<file path="src/rtl/muldiv_sequencer_if.sv">
// muldiv_sequencer_if: EX-stage handshake between the pipeline and the M-extension sequencer
//   master (EX stage): drives start, funct3, srcA, srcB, flush; observes stall, busy, result, result_valid
//   slave  (sequencer): the mirror image
interface muldiv_sequencer_if #(parameter int XLEN = 32);
    logic            start;
    logic [2:0]      funct3;
    logic [XLEN-1:0] srcA;
    logic [XLEN-1:0] srcB;
    logic            flush;
    logic            stall;
    logic            busy;
    logic [XLEN-1:0] result;
    logic            result_valid;
    modport master (output start, funct3, srcA, srcB, flush, input stall, busy, result, result_valid);
    modport slave  (input start, funct3, srcA, srcB, flush, output stall, busy, result, result_valid);
endinterface

</file>
<file path="src/rtl/muldiv_sequencer.sv">
// muldiv_sequencer: iterative RV32M multiply/divide unit beside the EX-stage ALU
//   clk   : rising-edge clock
//   reset : synchronous active-high reset
//   bus   : slave side of muldiv_sequencer_if (start/funct3/srcA/srcB/flush in; stall/busy/result/result_valid out)
module muldiv_sequencer #(parameter int XLEN = 32) (
    input  logic              clk,
    input  logic              reset,
    muldiv_sequencer_if.slave bus
);
    localparam int CW = $clog2(XLEN) + 1;
    localparam logic [1:0] S_IDLE = 2'd0, S_MUL = 2'd1, S_DIV = 2'd2, S_DONE = 2'd3;
    logic [1:0]        r_state;
    logic [CW-1:0]     r_count;
    logic [1:0]        r_op;
    logic              r_neg_q;
    logic              r_neg_r;
    logic [2*XLEN-1:0] r_p;
    logic [XLEN-1:0]   r_m;
    logic [XLEN-1:0]   r_result;
    logic              r_valid;
    logic              w_sa;
    logic              w_sb;
    logic [XLEN-1:0]   w_abs_a;
    logic [XLEN-1:0]   w_abs_b;
    logic              w_div0;
    logic              w_ovf;
    logic [XLEN-1:0]   w_special;
    logic [XLEN:0]     w_sum;
    logic [2*XLEN-1:0] w_pnext;
    logic [2*XLEN-1:0] w_prod;
    logic [XLEN:0]     w_shift;
    logic [XLEN:0]     w_trial;
    logic [XLEN-1:0]   w_q;
    logic [XLEN-1:0]   w_r;
    logic [XLEN-1:0]   w_quo;
    logic [XLEN-1:0]   w_rem;
    logic [XLEN-1:0]   w_mres;
    logic [XLEN-1:0]   w_dres;
    logic              w_last;
    // Operand signedness: MUL/MULH both signed, MULHSU only A, MULHU none; DIV/REM signed when funct3[0]=0
    assign w_sa      = (bus.funct3[2] ? ~bus.funct3[0] : bus.funct3[1:0] != 2'b11) & bus.srcA[XLEN-1];
    assign w_sb      = (bus.funct3[2] ? ~bus.funct3[0] : ~bus.funct3[1]) & bus.srcB[XLEN-1];
    assign w_abs_a   = w_sa ? -bus.srcA : bus.srcA;
    assign w_abs_b   = w_sb ? -bus.srcB : bus.srcB;
    assign w_div0    = bus.srcB == '0;
    assign w_ovf     = ~bus.funct3[0] & (bus.srcA == {1'b1, {(XLEN-1){1'b0}}}) & (&bus.srcB);
    // Overflow quotient equals srcA (most negative value), so srcA doubles as that result
    assign w_special = w_div0 ? (bus.funct3[1] ? bus.srcA : '1) : (bus.funct3[1] ? '0 : bus.srcA);
    // Multiply: r_p = {accumulator, remaining multiplier bits}; add into the top half, shift right
    assign w_sum     = {1'b0, r_p[2*XLEN-1:XLEN]} + (r_p[0] ? {1'b0, r_m} : '0);
    assign w_pnext   = {w_sum, r_p[XLEN-1:1]};
    assign w_prod    = r_neg_q ? -w_pnext : w_pnext;
    // Divide: r_p = {partial remainder, dividend bits shifting out / quotient bits shifting in}
    assign w_shift   = {r_p[2*XLEN-1:XLEN], r_p[XLEN-1]};
    assign w_trial   = w_shift - {1'b0, r_m};
    assign w_q       = {r_p[XLEN-2:0], ~w_trial[XLEN]};
    assign w_r       = w_trial[XLEN] ? w_shift[XLEN-1:0] : w_trial[XLEN-1:0];
    assign w_quo     = r_neg_q ? -w_q : w_q;
    assign w_rem     = r_neg_r ? -w_r : w_r;
    assign w_mres    = r_op == 2'b00 ? w_prod[XLEN-1:0] : w_prod[2*XLEN-1:XLEN];
    assign w_dres    = r_op[1] ? w_rem : w_quo;
    assign w_last    = r_count == CW'(XLEN-1);
    always_ff @(posedge clk) begin
        if (reset) begin
            r_state  <= S_IDLE;
            r_count  <= '0;
            r_op     <= '0;
            r_neg_q  <= 1'b0;
            r_neg_r  <= 1'b0;
            r_p      <= '0;
            r_m      <= '0;
            r_result <= '0;
            r_valid  <= 1'b0;
        end else begin
            r_valid <= 1'b0;
            case (r_state)
                S_IDLE: if (bus.start && !bus.flush) begin
                    r_op    <= bus.funct3[1:0];
                    r_neg_q <= w_sa ^ w_sb;
                    r_neg_r <= w_sa;
                    r_count <= '0;
                    r_p     <= {{XLEN{1'b0}}, bus.funct3[2] ? w_abs_a : w_abs_b};
                    r_m     <= bus.funct3[2] ? w_abs_b : w_abs_a;
                    if (bus.funct3[2] && (w_div0 || w_ovf)) begin
                        r_state  <= S_DONE;
                        r_valid  <= 1'b1;
                        r_result <= w_special;
                    end else begin
                        r_state <= bus.funct3[2] ? S_DIV : S_MUL;
                    end
                end
                S_MUL, S_DIV: if (bus.flush) begin
                    r_state <= S_IDLE;
                end else begin
                    r_p     <= r_state == S_MUL ? w_pnext : {w_r, w_q};
                    r_count <= r_count + CW'(1);
                    if (w_last) begin
                        r_state  <= S_DONE;
                        r_valid  <= 1'b1;
                        r_result <= r_state == S_MUL ? w_mres : w_dres;
                    end
                end
                default: r_state <= S_IDLE;
            endcase
        end
    end
    assign bus.stall        = ~bus.flush & ((r_state == S_IDLE & bus.start) | r_state == S_MUL | r_state == S_DIV);
    assign bus.busy         = r_state != S_IDLE;
    assign bus.result       = r_result;
    // The strobe is only ever high in DONE; a flush arriving in DONE suppresses it
    assign bus.result_valid = r_valid & ~bus.flush;
endmodule

</file>
<file path="src/flat_wrapper.sv">
// flat-port wrapper written by rule: the top's interface ports become plain ports
module muldiv_sequencer_flat 
#(parameter int XLEN = 32)
  (clk, reset, bus_start, bus_funct3, bus_srcA, bus_srcB, bus_flush, bus_stall, bus_busy, bus_result, bus_result_valid);
  muldiv_sequencer_if #(.XLEN(XLEN)) bus_i ();
  input  logic clk;
  input  logic reset;
  input wire logic [$bits(bus_i.start)-1:0] bus_start;
  input wire logic [$bits(bus_i.funct3)-1:0] bus_funct3;
  input wire logic [$bits(bus_i.srcA)-1:0] bus_srcA;
  input wire logic [$bits(bus_i.srcB)-1:0] bus_srcB;
  input wire logic [$bits(bus_i.flush)-1:0] bus_flush;
  output wire logic [$bits(bus_i.stall)-1:0] bus_stall;
  output wire logic [$bits(bus_i.busy)-1:0] bus_busy;
  output wire logic [$bits(bus_i.result)-1:0] bus_result;
  output wire logic [$bits(bus_i.result_valid)-1:0] bus_result_valid;
  assign bus_i.start = bus_start;
  assign bus_i.funct3 = bus_funct3;
  assign bus_i.srcA = bus_srcA;
  assign bus_i.srcB = bus_srcB;
  assign bus_i.flush = bus_flush;
  assign bus_stall = bus_i.stall;
  assign bus_busy = bus_i.busy;
  assign bus_result = bus_i.result;
  assign bus_result_valid = bus_i.result_valid;
  muldiv_sequencer #(.XLEN(XLEN)) u_core (.clk(clk), .reset(reset), .bus(bus_i));
endmodule
</file>
<file path="config.mk">
export PLATFORM = sky130hd
export DESIGN_NAME = muldiv_sequencer_flat
export DESIGN_NICKNAME = d
export VERILOG_FILES = /design/src/rtl/muldiv_sequencer_if.sv /design/src/rtl/muldiv_sequencer.sv /design/src/flat_wrapper.sv
export SDC_FILE = /design/constraint.sdc
export NUM_CORES = 1
export LEC_CHECK = 0
export CAP_MARGIN = 20
export CORE_ASPECT_RATIO = 0.8
export CORE_UTILIZATION = 38
export DETAILED_ROUTE_END_ITERATION = 8
export GPL_TIMING_DRIVEN = 0
export PLACE_DENSITY = 0.62
export SETUP_SLACK_MARGIN = 0.02
export SKIP_CTS_REPAIR_TIMING = 1
export SLEW_MARGIN = 20
export SYNTH_ARGS = -nofsm -noshare
export SYNTH_HDL_FRONTEND = slang
export SYNTH_SLANG_ARGS = --single-unit
</file>
<file path="constraint.sdc">
create_clock -name clk -period 9.9 [get_ports clk]
set_input_delay 1.98 -clock clk [delete_from_list [all_inputs] [get_ports clk]]
set_output_delay 1.98 -clock clk [all_outputs]
set_load 0.01 [all_outputs]
</file>
==> impl_metrics.ini <==
[yosys]
ys_ff_latch = 141
synth_edf_count = 0
yosysSeqAreaShare = 0.160
synth_top_cells_by_area = dfxtp_1, nor2_1, nand2_1, a21oi_1, xnor2_1
synth_top_area_cell = dfxtp_1
synth_cells = 2613
ys_types = 100
synth_top_area_share = 0.160
netlist_area_mm2 = 0.0176
syn_nets = 2761
syn_avg_cell_area_um2 = 6.74
yosys_warnings = 0
async_reset_ff_frac = 0
ys.flop_type = dfxtp_1

[cells_and_area]
fin_nets = 2883
regArea_mm2 = 0.00282
final_cell_mix = nor2_1, nand2_1, a21oi_1
diodes = 0
nFillCells = 4939
multi_input_area_mm2 = 0.0137
final_common_cell = nor2_1
syn_to_final_growth_pct = 13.7
drive_gt1_frac = 0.0459

[critical_path]
worstSetupPathType = flip-flop to flip-flop
critPathCaptureType = flip-flop
required_ps = 10290
regToRegEndpoint = u_core.bus.result[20]
worstPathMaxFanout = 10
crit_arrival_ps = 8820
crit_path_start_kind = flip-flop
rrSetupSlack_ps = 1460
rr_startpoint = u_core.r_p[31]
reg2regPathDepth = 25

[die]
ioPinCount = 106
start_util = 0.385
core_area_mm2 = 0.0457
die-area_mm2 = 0.0472
num_rows = 70
dieHeight_um = 195
die_x_um = 243

[sta]
max_slew_margin = 0.222
timing.final.crit_share = 0.852
final-hold-violation-count = 0
period_needed_ps = 8440
worstMarginPinSlew_ps = 1160
whs_ps = 457
setup-violations-final = 0
slew_viol_final = 0
fin_skew_ps = 20.6
tns_ps = 0
clock.fmax_mhz = 119
rsz0062_at_grt = no

[pwr]
irDropWorstVdd_mv = 0.149
pwr_density_cell_mw_per_mm2 = 183
leakage_nw = 7.28

[route]
drtPass1Iterations = 8
via_per_inst = 6.67
ant_nets = 0
wl_per_cell_um = 29.8
drc = 0
via_count = 22399
routed_wl_mm = 100
initialDrtViolationCount = 3355

[grt]
grt_pass1_wl_mm = 141
grt_pass1_vias = 19498
antenna_found_initial = 3
gr-usage-all-layers = 0.408
grt_max_degree = 17
overflow = 0

[cts]
clkSinkCount = 141
cts_tree = done
cts_buffer_depth = 2
worstSkewPairLatency_ps = 460
htreeDepth = 4
cts-root-buf = clkbuf_16
clk_pin_slew_ps = 80
cts_buffers = 17

[job]
cap_violations = 0

[min_path]
hold_start = u_core.r_m[11]
hold_end = u_core.r_m[11]
hold_class = flip-flop to flip-flop
holdPathStages = 2

[place]
dp_hpwl_mm = 81.9
gp_congestion = 1.07
port_buffers = 102

[outcome]
status = finished clean
==> sequential cells by signal (all words and copies together), names as in the netlist <==
| register | count |
|---|---|
| u_core.bus.result | 32 |
| u_core.r_op | 2 |
| u_core.r_valid | 1 |
| u_core.r_neg_r | 1 |
| u_core.r_state | 2 |
| u_core.r_count | 6 |
| u_core.r_m | 32 |
| u_core.r_neg_q | 1 |
| u_core.r_p | 64 |
==> through the flow <==
| step | std cells | power (mW) | worst slack (ps) | cell area [µm²] | util |
|---|---|---|---|---|---|
| finish | 3360 | 3.67 | 1460 | 20000 | 0.438 |
| detailed placement | 3328 | 2.80 | 2160 | 19400 | 0.425 |
| global placement | 3327 | 2.80 | 2180 | 19400 | 0.424 |
| floorplan | 2613 | 1.97 | 4600 | 17600 | - |
| CTS | 3360 | 3.52 | 2110 | 20000 | 0.438 |
| global route | 3360 | 3.75 | 1300 | 20000 | 0.438 |
==> where the power goes <==
part	switching, mW	leakage, nW	total (mW)	internal (mW)
logic	1.62	5.83	2.27	0.645
registers	0.0411	1.15	0.677	0.636
clock network	0.336	0.302	0.723	0.387
==> worst max path at each step <==
stage,to,depth (start not counted),startpoint
after global placement,u_core.bus.result[20],25,u_core.r_p[31]
after detailed placement,u_core.bus.result[20],25,u_core.r_p[31]
after global routing,u_core.bus.result[20],25,u_core.r_p[31]
after CTS,u_core.bus.result[20],25,u_core.r_p[31]
final,u_core.bus.result[20],25,u_core.r_p[31]
after floorplan,u_core.bus.result[30],25,u_core.r_p[31]
==> routing by layer <==
metal | wire (µm) | vias to the layer above | GRT usage
met4 | 2980 | 0 | 0.111
met5 | 0 | - | 0
li1 | - | 9764 | -
met1 | 44900 | 10922 | 0.617
met3 | 14300 | 161 | 0.125
met2 | 37800 | 1552 | 0.540
==> cell families (layout without fill, tap and decap cells) <==
| group | Yosys count | count (layout) | share of synthesized area |
|---|---|---|---|
| simple gates | 1003 | 1003 | 0.264 |
| xor+xnor | 196 | 196 | 0.0975 |
| flops | 141 | 141 | 0.160 |
| compound gates | 831 | 831 | 0.313 |
| fa+ha+maj | 88 | 88 | 0.0618 |
| buf+inv | 285 | 420 | 0.0625 |
| mux | 69 | 69 | 0.0408 |
==> cell type report <==
type,instances,share of cell area
repair buffers,103,0.0512
inverters,85,0.0159
multi-input cells,2187,0.684
clock inverters,15,0.00962
plain buffers,200,0.0390
well taps,612,0.0382
clock buffers,17,0.0212
flip-flops and latches,141,0.141
==> cell usage after synthesis (all sizes together) (31+ instances only) <==
cell type	number
o21ai	178
dfxtp	141
a21o	33
o211ai	50
a211oi	80
nand2	314
nor2	323
clkbuf	162
buf	38
and2	31
mux2i	46
xor2	83
xnor2	113
ha	75
o31ai	44
nand3	55
nor3	88
or3	34
a21oi	221
inv	82
==> critical path, cell delays in order (launching register included) <==
cell and delay (ps):
dfxtp_1 310, clkbuf_1 430, inv_1 130, ha_1 240, fa_1 420, nand2b_1 220, a211oi_1 750, o2111a_1 470
o211a_1 240, o21a_1 480, nor2_2 140, inv_2 240, clkbuf_1 610, nor2_1 80, a21oi_1 230, ha_1 260
inv_1 80, a21oi_1 120, nor4bb_1 410, nand4_1 340, o22ai_1 610, a31oi_1 180, xor2_1 230, a221oi_1 800
o22ai_1 190, nor2_1 130
Note: power is estimated with default switching activity, not from simulation.
